**src/rtl/rxr_to_noc_packetizer_if.sv**
```systemverilog
// Bundle of the ingress Avalon-ST beat signals and the NoC egress flit
// handshake used by rxr_to_noc_packetizer.
//   master : upstream/downstream environment (drives beats, drives o_ready_in)
//   slave  : the packetizer (accepts beats, drives flits)
// Signals keep the packetizer's original port names.
interface rxr_to_noc_packetizer_if #(
  parameter int unsigned DATA_WIDTH = 512,
  parameter int unsigned NOC_WIDTH  = 600,
  parameter int unsigned DST_W      = 4,
  parameter int unsigned VC_W       = 1
);
  logic [DATA_WIDTH-1:0] in_data;
  logic                  in_valid;
  logic                  in_ready;
  logic                  in_sop;
  logic                  in_eop;
  logic [5:0]            in_empty;
  logic [DST_W-1:0]      i_dst_in;
  logic [VC_W-1:0]       i_vc_in;
  logic [NOC_WIDTH-1:0]  o_data_out;
  logic                  o_valid_out;
  logic                  o_ready_in;

  modport master (
    output in_data, in_valid, in_sop, in_eop, in_empty, i_dst_in, i_vc_in,
    output o_ready_in,
    input  in_ready, o_data_out, o_valid_out
  );

  modport slave (
    input  in_data, in_valid, in_sop, in_eop, in_empty, i_dst_in, i_vc_in,
    input  o_ready_in,
    output in_ready, o_data_out, o_valid_out
  );
endinterface

```
**src/rtl/rxr_to_noc_packetizer.sv**
```systemverilog
// Packs Ethernet receiver Avalon-ST beats into NoC flits, one flit per beat.
// Enforces sop/eop framing (malformed beats are dropped and counted) and
// drives the NoC router through a registered output stage with a one-entry
// skid buffer.
// Ports:
//   clk, reset     : clock, synchronous active-high reset
//   bus (slave)    : ingress beats (in_*, i_dst_in, i_vc_in, in_ready) and
//                    egress flits (o_data_out, o_valid_out, o_ready_in)
//   o_pkt_count    : packets forwarded, counted on the accepted tail flit
//   o_drop_count   : malformed beats dropped, saturating
// Flit layout from LSB: data | empty(6) | sop | eop | vc | dst | head | tail | 0...
module rxr_to_noc_packetizer #(
  parameter int unsigned DATA_WIDTH = 512,
  parameter int unsigned NOC_WIDTH  = 600,
  parameter int unsigned NUM_VC     = 2,
  parameter int unsigned NOC_RADIX  = 16,
  parameter int unsigned VC_ROTATE  = 1
) (
  input  logic                    clk,
  input  logic                    reset,
  rxr_to_noc_packetizer_if.slave  bus,
  output logic [31:0]             o_pkt_count,
  output logic [15:0]             o_drop_count
);

  localparam int unsigned VC_W      = (NUM_VC > 1) ? $clog2(NUM_VC) : 1;
  localparam int unsigned DST_W     = (NOC_RADIX > 1) ? $clog2(NOC_RADIX) : 1;
  localparam int unsigned EMPTY_LSB = DATA_WIDTH;
  localparam int unsigned SOP_BIT   = DATA_WIDTH + 6;
  localparam int unsigned EOP_BIT   = DATA_WIDTH + 7;
  localparam int unsigned VC_LSB    = DATA_WIDTH + 8;
  localparam int unsigned DST_LSB   = VC_LSB + VC_W;
  localparam int unsigned HEAD_BIT  = DST_LSB + DST_W;
  localparam int unsigned TAIL_BIT  = HEAD_BIT + 1;

  if (NOC_WIDTH < TAIL_BIT + 1) begin : g_width_check
    $error("NOC_WIDTH too small for data plus flit header");
  end

  typedef enum logic [1:0] {
    S_IDLE,
    S_IN_PKT,
    S_DROP
  } state_e;

  state_e                state_q, state_d;
  logic                  in_ready_q;
  logic                  beat_acc;
  logic                  fwd;
  logic                  drop_inc;
  logic                  latch_hdr;
  logic                  f_sop, f_eop;
  logic [5:0]            f_empty;
  logic [DST_W-1:0]      f_dst, dst_q;
  logic [VC_W-1:0]       f_vc, vc_q, vc_sel, vc_ptr_q;
  logic [NOC_WIDTH-1:0]  flit;
  logic [NOC_WIDTH-1:0]  out_q, skid_q;
  logic                  out_valid_q, skid_full_q, skid_full_d;
  logic                  out_ld;
  logic [31:0]           pkt_q;
  logic [15:0]           drop_q;

  assign bus.in_ready    = in_ready_q;
  assign bus.o_data_out  = out_q;
  assign bus.o_valid_out = out_valid_q;
  assign o_pkt_count     = pkt_q;
  assign o_drop_count    = drop_q;

  assign beat_acc = bus.in_valid && in_ready_q;
  assign vc_sel   = (VC_ROTATE != 0) ? vc_ptr_q : bus.i_vc_in;

  // Framing FSM: decides per accepted beat whether it is forwarded, and how
  // its sop/eop/empty fields are rewritten.
  always_comb begin
    state_d   = state_q;
    fwd       = 1'b0;
    drop_inc  = 1'b0;
    latch_hdr = 1'b0;
    f_sop     = bus.in_sop;
    f_eop     = bus.in_eop;
    f_empty   = bus.in_empty;
    if (beat_acc) begin
      unique case (state_q)
        S_IDLE: begin
          if (bus.in_sop) begin
            fwd       = 1'b1;
            latch_hdr = 1'b1;
            state_d   = bus.in_eop ? S_IDLE : S_IN_PKT;
          end else begin
            drop_inc = 1'b1;
            state_d  = bus.in_eop ? S_IDLE : S_DROP;
          end
        end
        S_IN_PKT: begin
          fwd = 1'b1;
          if (bus.in_sop) begin
            // Unexpected sop closes the running packet: this beat becomes its
            // tail, and the packet it tried to open is discarded.
            f_sop    = 1'b0;
            f_eop    = 1'b1;
            f_empty  = '0;
            drop_inc = 1'b1;
            state_d  = bus.in_eop ? S_IDLE : S_DROP;
          end else if (bus.in_eop) begin
            state_d = S_IDLE;
          end
        end
        S_DROP: begin
          drop_inc = 1'b1;
          if (bus.in_eop) state_d = S_IDLE;
        end
        default: state_d = S_IDLE;
      endcase
    end
  end

  // The sop beat uses live dst/vc since the latches update on the same edge.
  assign f_dst = latch_hdr ? bus.i_dst_in : dst_q;
  assign f_vc  = latch_hdr ? vc_sel : vc_q;

  always_comb begin
    flit                           = '0;
    flit[DATA_WIDTH-1:0]           = bus.in_data;
    flit[SOP_BIT-1:EMPTY_LSB]      = f_empty;
    flit[SOP_BIT]                  = f_sop;
    flit[EOP_BIT]                  = f_eop;
    flit[DST_LSB-1:VC_LSB]         = f_vc;
    flit[HEAD_BIT-1:DST_LSB]       = f_dst;
    flit[HEAD_BIT]                 = f_sop;
    flit[TAIL_BIT]                 = f_eop;
  end

  // Output register can take a new flit when empty or being consumed. The skid
  // always drains first; in_ready is low while it is full, so no beat can
  // arrive in the draining cycle.
  assign out_ld      = !out_valid_q || bus.o_ready_in;
  assign skid_full_d = out_ld ? 1'b0 : (skid_full_q || fwd);

  always_ff @(posedge clk) begin
    if (reset) begin
      state_q     <= S_IDLE;
      in_ready_q  <= 1'b0;
      dst_q       <= '0;
      vc_q        <= '0;
      vc_ptr_q    <= '0;
      out_q       <= '0;
      out_valid_q <= 1'b0;
      skid_q      <= '0;
      skid_full_q <= 1'b0;
      pkt_q       <= '0;
      drop_q      <= '0;
    end else begin
      state_q     <= state_d;
      in_ready_q  <= !skid_full_d;
      skid_full_q <= skid_full_d;

      if (latch_hdr) begin
        dst_q <= bus.i_dst_in;
        vc_q  <= vc_sel;
      end

      // The pointer advances when the tail enters the pipeline; the output
      // path never drops flits, so this matches tail-acceptance order while
      // letting a back-to-back next packet see the advanced value.
      if (fwd && f_eop) begin
        if (vc_ptr_q == VC_W'(NUM_VC - 1)) vc_ptr_q <= '0;
        else                               vc_ptr_q <= vc_ptr_q + VC_W'(1);
      end

      if (out_ld) begin
        if (skid_full_q) begin
          out_q       <= skid_q;
          out_valid_q <= 1'b1;
        end else begin
          out_valid_q <= fwd;
          if (fwd) out_q <= flit;
        end
      end else if (fwd) begin
        skid_q <= flit;
      end

      if (out_valid_q && bus.o_ready_in && out_q[TAIL_BIT]) pkt_q <= pkt_q + 32'd1;
      if (drop_inc && (drop_q != '1)) drop_q <= drop_q + 16'd1;
    end
  end

endmodule

```
**src/flat_wrapper.sv**
```systemverilog
// flat-port wrapper written by rule: the top's interface ports become plain ports
module rxr_to_noc_packetizer_flat 
#(
  parameter int unsigned DATA_WIDTH = 512,
  parameter int unsigned NOC_WIDTH  = 600,
  parameter int unsigned NUM_VC     = 2,
  parameter int unsigned NOC_RADIX  = 16,
  parameter int unsigned VC_ROTATE  = 1
)
  (clk, reset, o_pkt_count, o_drop_count, bus_in_data, bus_in_valid, bus_in_sop, bus_in_eop, bus_in_empty, bus_i_dst_in, bus_i_vc_in, bus_o_ready_in, bus_in_ready, bus_o_data_out, bus_o_valid_out);
  rxr_to_noc_packetizer_if #(.DATA_WIDTH(DATA_WIDTH), .NOC_WIDTH(NOC_WIDTH), .DST_W(4), .VC_W(1)) bus_i ();
  input  logic clk;
  input  logic reset;
  output logic [31:0] o_pkt_count;
  output logic [15:0] o_drop_count;
  input wire logic [$bits(bus_i.in_data)-1:0] bus_in_data;
  input wire logic [$bits(bus_i.in_valid)-1:0] bus_in_valid;
  input wire logic [$bits(bus_i.in_sop)-1:0] bus_in_sop;
  input wire logic [$bits(bus_i.in_eop)-1:0] bus_in_eop;
  input wire logic [$bits(bus_i.in_empty)-1:0] bus_in_empty;
  input wire logic [$bits(bus_i.i_dst_in)-1:0] bus_i_dst_in;
  input wire logic [$bits(bus_i.i_vc_in)-1:0] bus_i_vc_in;
  input wire logic [$bits(bus_i.o_ready_in)-1:0] bus_o_ready_in;
  output wire logic [$bits(bus_i.in_ready)-1:0] bus_in_ready;
  output wire logic [$bits(bus_i.o_data_out)-1:0] bus_o_data_out;
  output wire logic [$bits(bus_i.o_valid_out)-1:0] bus_o_valid_out;
  assign bus_i.in_data = bus_in_data;
  assign bus_i.in_valid = bus_in_valid;
  assign bus_i.in_sop = bus_in_sop;
  assign bus_i.in_eop = bus_in_eop;
  assign bus_i.in_empty = bus_in_empty;
  assign bus_i.i_dst_in = bus_i_dst_in;
  assign bus_i.i_vc_in = bus_i_vc_in;
  assign bus_i.o_ready_in = bus_o_ready_in;
  assign bus_in_ready = bus_i.in_ready;
  assign bus_o_data_out = bus_i.o_data_out;
  assign bus_o_valid_out = bus_i.o_valid_out;
  rxr_to_noc_packetizer #(.DATA_WIDTH(DATA_WIDTH), .NOC_WIDTH(NOC_WIDTH), .NUM_VC(NUM_VC), .NOC_RADIX(NOC_RADIX), .VC_ROTATE(VC_ROTATE)) u_core (.clk(clk), .reset(reset), .bus(bus_i), .o_pkt_count(o_pkt_count), .o_drop_count(o_drop_count));
endmodule
```
**config.mk**
```make
export PLATFORM = sky130hd
export DESIGN_NAME = rxr_to_noc_packetizer_flat
export DESIGN_NICKNAME = d
export VERILOG_FILES = /design/src/rtl/rxr_to_noc_packetizer_if.sv /design/src/rtl/rxr_to_noc_packetizer.sv /design/src/flat_wrapper.sv
export SDC_FILE = /design/constraint.sdc
export NUM_CORES = 2
export LEC_CHECK = 0
export ABC_AREA = 1
export BUFFER_PORTS_ARGS = -buffer_cell sky130_fd_sc_hd__buf_2
export CAP_MARGIN = 15
export CORE_AREA = 2 2 461 463
export CTS_CLUSTER_SIZE = 24
export DETAILED_ROUTE_END_ITERATION = 16
export DIE_AREA = 0 0 463 465
export PLACE_DENSITY = 0.38
export REMOVE_ABC_BUFFERS = 1
export SYNTH_ARGS = -nofsm -noshare
export SYNTH_HDL_FRONTEND = slang
export SYNTH_SLANG_ARGS = --single-unit
```
**constraint.sdc**
```tcl
create_clock -name clk -period 3.95 [get_ports clk]
set_input_delay 0.79 -clock clk [delete_from_list [all_inputs] [get_ports clk]]
set_output_delay 0.79 -clock clk [all_outputs]
set_load 0.01 [all_outputs]
```
Yosys cells after proc, flatten, opt, wreduce, memory -nomap -nowiden
Cells that the tools add are included.
{ "totals": {"register_bits": 1186, "mem_bits_ro": 0, "output_inout_bits": 650, "n_memories": 0, "latch_bits": 0, "inputBits": 529, "mem_bits_rw": 0} }
{ "classes": {"addsub": 3, "multipliers": 0, "n_mux": 29, "eq_ne": 3, "n_div": 0, "shifts": 0, "n_bitwise": 1, "reduce_logical": 13, "magnitude_cmp": 0} }
{ "op_table": {"columns": ["cell", "count"], "rows": [
  ["600-bit 2-to-1 mux", 2],
  ["32-bit by 1-bit adder with 32-bit output, second input constant", 1],
  ["6-bit 2-to-1 mux", 3],
  ["16-bit by 1-bit adder with 16-bit output, second input constant", 1],
  ["1-bit 2-to-1 mux", 16],
  ["16-bit != test, second input constant", 1],
  ["2-bit 2-to-1 mux", 4],
  ["2-bit one-hot mux with 3 select lines", 1],
  ["1-bit logical AND", 5],
  ["4-bit 2-to-1 mux", 1],
  ["2-bit AND reduction", 2],
  ["1-bit one-hot mux with 3 select lines", 1],
  ["2-bit by 1-bit equality test with 1-bit output, second input constant", 1],
  ["2-bit equality test, second input constant", 1],
  ["1-bit logical NOT", 2],
  ["2-bit logical NOT", 1],
  ["1-bit logical OR", 2],
  ["1-bit one-hot mux with 2 select lines", 1],
  ["2-bit nonzero test", 1],
  ["1-bit adder, second input constant", 1],
  ["1-bit inverter", 1]
]} }

Longest topological paths before layout
{ "logic_depth": {"word_depth": 6, "mapped_depth": 11, "depth_no_buf": 10} }

Worst setup path after synthesis
No wires, ideal clock.
{ "synth_timing": {"path_type": "input to register", "startpoint": "input port bus_in_valid", "endpoint": "register u_core.out_q[524] (netlist: u_core.bus.o_data_out[524])", "path_buffers": 2, "path_stages": 9, "arrival_time_ps": 1971, "required_time_ps": 3833, "path_slack_ps": 1862, "path_cell_list": "nand2_1 -> nor2_2 -> nand2_1 -> a21oi_4 -> buf_2 -> buf_2 -> nand2_1 -> nor2_1 -> nor2_1"} }
{ "synth_between": {"elab_chain_len": 5} }
{ "synth_lines": {"columns": ["item", "line_no", "rtl"], "rows": [
  ["start: declaration", "flat_wrapper.sv:17", "input wire logic [$bits(bus_i.in_valid)-1:0] bus_in_valid;"],
  ["1-bit logical AND (*)", "rxr_to_noc_packetizer.sv:69", "assign beat_acc = bus.in_valid && in_ready_q;"],
  ["1-bit 2-to-1 mux", "rxr_to_noc_packetizer.sv:82", "if (beat_acc) begin"],
  ["4-bit 2-to-1 mux", "rxr_to_noc_packetizer.sv:118", "assign f_dst = latch_hdr ? bus.i_dst_in : dst_q;"],
  ["600-bit 2-to-1 mux", "rxr_to_noc_packetizer.sv:176", "if (fwd) out_q <= flit;"],
  ["600-bit 2-to-1 mux", "rxr_to_noc_packetizer.sv:171", "if (skid_full_q) begin"],
  ["end signal: assignment", "rxr_to_noc_packetizer.sv:172", "out_q <= skid_q;"],
  ["end signal: assignment", "rxr_to_noc_packetizer.sv:176", null],
  ["end: declaration", "rxr_to_noc_packetizer.sv:57", "logic [NOC_WIDTH-1:0] out_q, skid_q;"]
]} }
Every way passes the cells marked *; elsewhere a longest branch is shown, timed or not. The select of a mux whose other input is x is not followed.
A chain may end at the register's enable or synchronous reset.

Final worst setup path
{ "layout_timing": {"startpoint": "register u_core.skid_full_q", "endpoint": "register u_core.out_q[490] (netlist: u_core.bus.o_data_out[490])"} }
{ "layout_between": {"elab_chain_len": 2} }
{ "layout_lines": {"columns": ["item", "line_no", "rtl"], "rows": [
  ["start: declaration", "rxr_to_noc_packetizer.sv:58", "logic out_valid_q, skid_full_q, skid_full_d;"],
  ["start signal: assignment", "rxr_to_noc_packetizer.sv:155", "skid_full_q <= skid_full_d;"],
  ["2-bit nonzero test (no source line)", null, null],
  ["2-bit AND reduction (no source line)", null, null]
]} }
Parallel ways exist; a longest one is shown, timed or not.

==> flow_summary.toml <==
[final_layout]
final_common_cell = "nand2_1"
utilization_pct = 27.8
layout_common_cells = "2721 x nand2_1, 1141 x nor2_1, 1108 x dfxtp_1"
multi_input_area_um2 = 20900
synthToLayoutAreaGrowth_pct = 28.4
seq_area_um2 = 22200
drive_gt1_share_pct = 18.6
final_cell_area_um2 = 58600
fill_cells = 23556
nets = 8202

[clock_tree]
post_cts.repair.setup_buffers = 0
clk_latency_ps = 810
htreeDepth = 4
cts_hold_buf = 0
cts_made_buffers = 141
cts_resized = 0
clockBufferDepth = 3
cts_root_buf = "clkbuf_16"
cts_tree = "built"
numClockSinks = 1109
path_clk_slew_ps = 60

[floorplanning]
die_area_um2 = 215000
start_util_pct = 21.7
rows = 169
die_w_um = 463
ioPinCount = 1179
core_um2 = 211000
die-height_um = 465

[yosys]
synth.distinct_cells = 27
syn_area_per_cell_um2 = 6.72
syn_inst = 6794
seq_area_frac_synth_pct = 48.6
synth_area_um2 = 45700
ys_ff_latch = 1109
yosys_warnings = 0

[sta]
setup_viol = 0
finalSetupTns_ps = 0
fmaxAchievable_mhz = 361
hold_viol_final = 0
min_period_ps = 2770
fin_skew_ps = 40.4
post-route-period-util_pct = 70.2
finalMaxSlewViolations = 0
rsz0062_at_grt = "no"
tightestPinTransition_ps = 1150
worst_hold_slack_ps = 237
relSlewSlack_pct = 23.2

[setup_path]
crit_family = "buffers and inverters"
crit_arrival_ps = 3490
slowest_stage = "dfxtp_4"
crit_chain = "inv_8 > a21oi_4 > buf_12 > buf_4 > o21ai_0 > nor2_1"
critPathKind = "reg -> reg"
worstPathRequired_ps = 4670
cp_num_buf_inv = 3
startpoint_type = "flip-flop"
critPathMaxFanout = 64
cpPeakStageDelay_ps = 650
cp-end-kind = "flip-flop"

[global_routing]
antenna_found_initial = 143
grt_pass1_vias = 42790
track_usage_pct = 17.5
grt_max_degree = 150
grt_pass1_wl_um = 290000
grt.overflow.total = 0

[routing]
wl_um = 197000
vias_per_cell = 4.32
drc_errors = 0
num_vias = 45955
wl_per_cell_um = 18.5
drtPass1Iterations = 6
drt_iter0_drc = 2763
postRouteAntennaNets = 0

[place]
portBuffers = 1104
dpl_cell_area_um2 = 53700
place.gp.congestion = 0.825
hpwl_um = 129000

[flow_run]
drv_cap = 0

[power]
peakVddDrop_uv = 450
p_leak_nw = 26.8
powerDensity_nw_per_um2 = 470

[run_status]
status = "finished clean"

[hold_path]
hp-class = "in -> reg"
[metal layers]
layer  GRT usage (%)  part of all wire [%]  wire length (um)  vias up
li1                -                     -                 -    22978
met1            21.0                    42             82500    21122
met2            28.7                    46             90000     1293
met3            6.90                   8.8             17300      436
met4            5.48                   3.1              6040      126
met5               0                  0.40               786        -
[cell families (layout without fill, tap and decap cells)]
family | Yosys count | in the layout | share of synthesized area (%)
xor gates and xnor gates | 8 | 8 | 0.153
AOI/OAI and AO/OA | 1130 | 1130 | 12.4
DFF | 1109 | 1109 | 48.6
and+or+nand+nor | 3931 | 3931 | 32.5
adders and majority gates | 2 | 2 | 0.0548
other | 1 | 111 | 0.00821
buffers and inverters | 613 | 1531 | 6.18
[worst reg2reg max path: cells and delay by family (launching register included)]
family	cells	cell delay, ps
AOI/OAI and AO/OA	2	580
buffers and inverters	3	1370
DFF	1	650
and+or+nand+nor	1	120
[synth_stat cells, drive strengths merged]
cell	n	area [um2]
and2	1	6.26
a21oi	567	2850
nor2	1143	4300
xor2	6	52.6
nand4	8	50.1
nor3	5	25.0
o21a	3	22.5
inv	64	240
ha	2	25.0
o21bai	1	7.51
dfxtp	1109	22200
buf	277	1560
xnor2	2	17.5
nand2	2721	10200
nor3b	1	7.51
conb	1	3.75
a31oi	1	6.26
o21ai	558	2790
clkbuf	272	1020
nand3b	1	7.51
nand3	51	255
[layout make-up]
cell class	instances	share of cell area (%)
sequential	1109	37.9
multi-input combinational	5144	35.7
timing repair buffer	1211	11.5
clock buffer	219	7.38
tap	2821	6.02
clock inverter	37	0.935
inverter	64	0.461
antenna	38	0.162
[path summary, 6_finish.rpt]
kind | from | endpoint | slack (ps) | depth (start not counted)
setup / recovery | u_core.skid_full_q$_SDFF_PP0_ | u_core.bus.o_data_out[490]$_SDFFE_PP0P_ | 1180 | 6
hold / removal | bus_in_data[60] | u_core.skid_q[60]$_SDFFE_PP0P_ | 240 | 3
setup reg to reg | u_core.skid_full_q$_SDFF_PP0_ | u_core.bus.o_data_out[490]$_SDFFE_PP0P_ | 1180 | 6
hold reg to reg | u_core.skid_q[519]$_SDFFE_PP0P_ | u_core.skid_q[519]$_SDFFE_PP0P_ | 450 | 2
[sequential cells by signal, indices dropped and copies added, names as in the netlist]
signal / flops
u_core.skid_full_q: 1
u_core.skid_q: 525
u_core.bus.o_data_out: 525
u_core.o_drop_count: 16
u_core.vc_q: 1
u_core.o_pkt_count: 32
u_core.bus.o_valid_out: 1
u_core.bus.in_ready: 1
u_core.vc_ptr_q: 1
u_core.dst_q: 4
u_core.state_q: 2
[stage by stage]
stage	total power, W	cells	setup slack [ps]
2_1_floorplan	0.0130	6317	-39540
3_3_place_gp	0.0142	10349	724
3_5_place_dp	0.0142	10349	724
4_1_cts	0.0281	10605	1090
5_1_grt	0.0287	10618	932
6_report	0.0276	10643	1180
[report_power, final]
group | internal (W) | switching [W] | leakage, nW
Clock | 0.00814 | 0.00545 | 2.40
Sequential | 0.0115 | 0.000190 | 9.00
Combinational | 0.000765 | 0.00146 | 15.4
No activity file was read; power rests on OpenSTA's default activity.
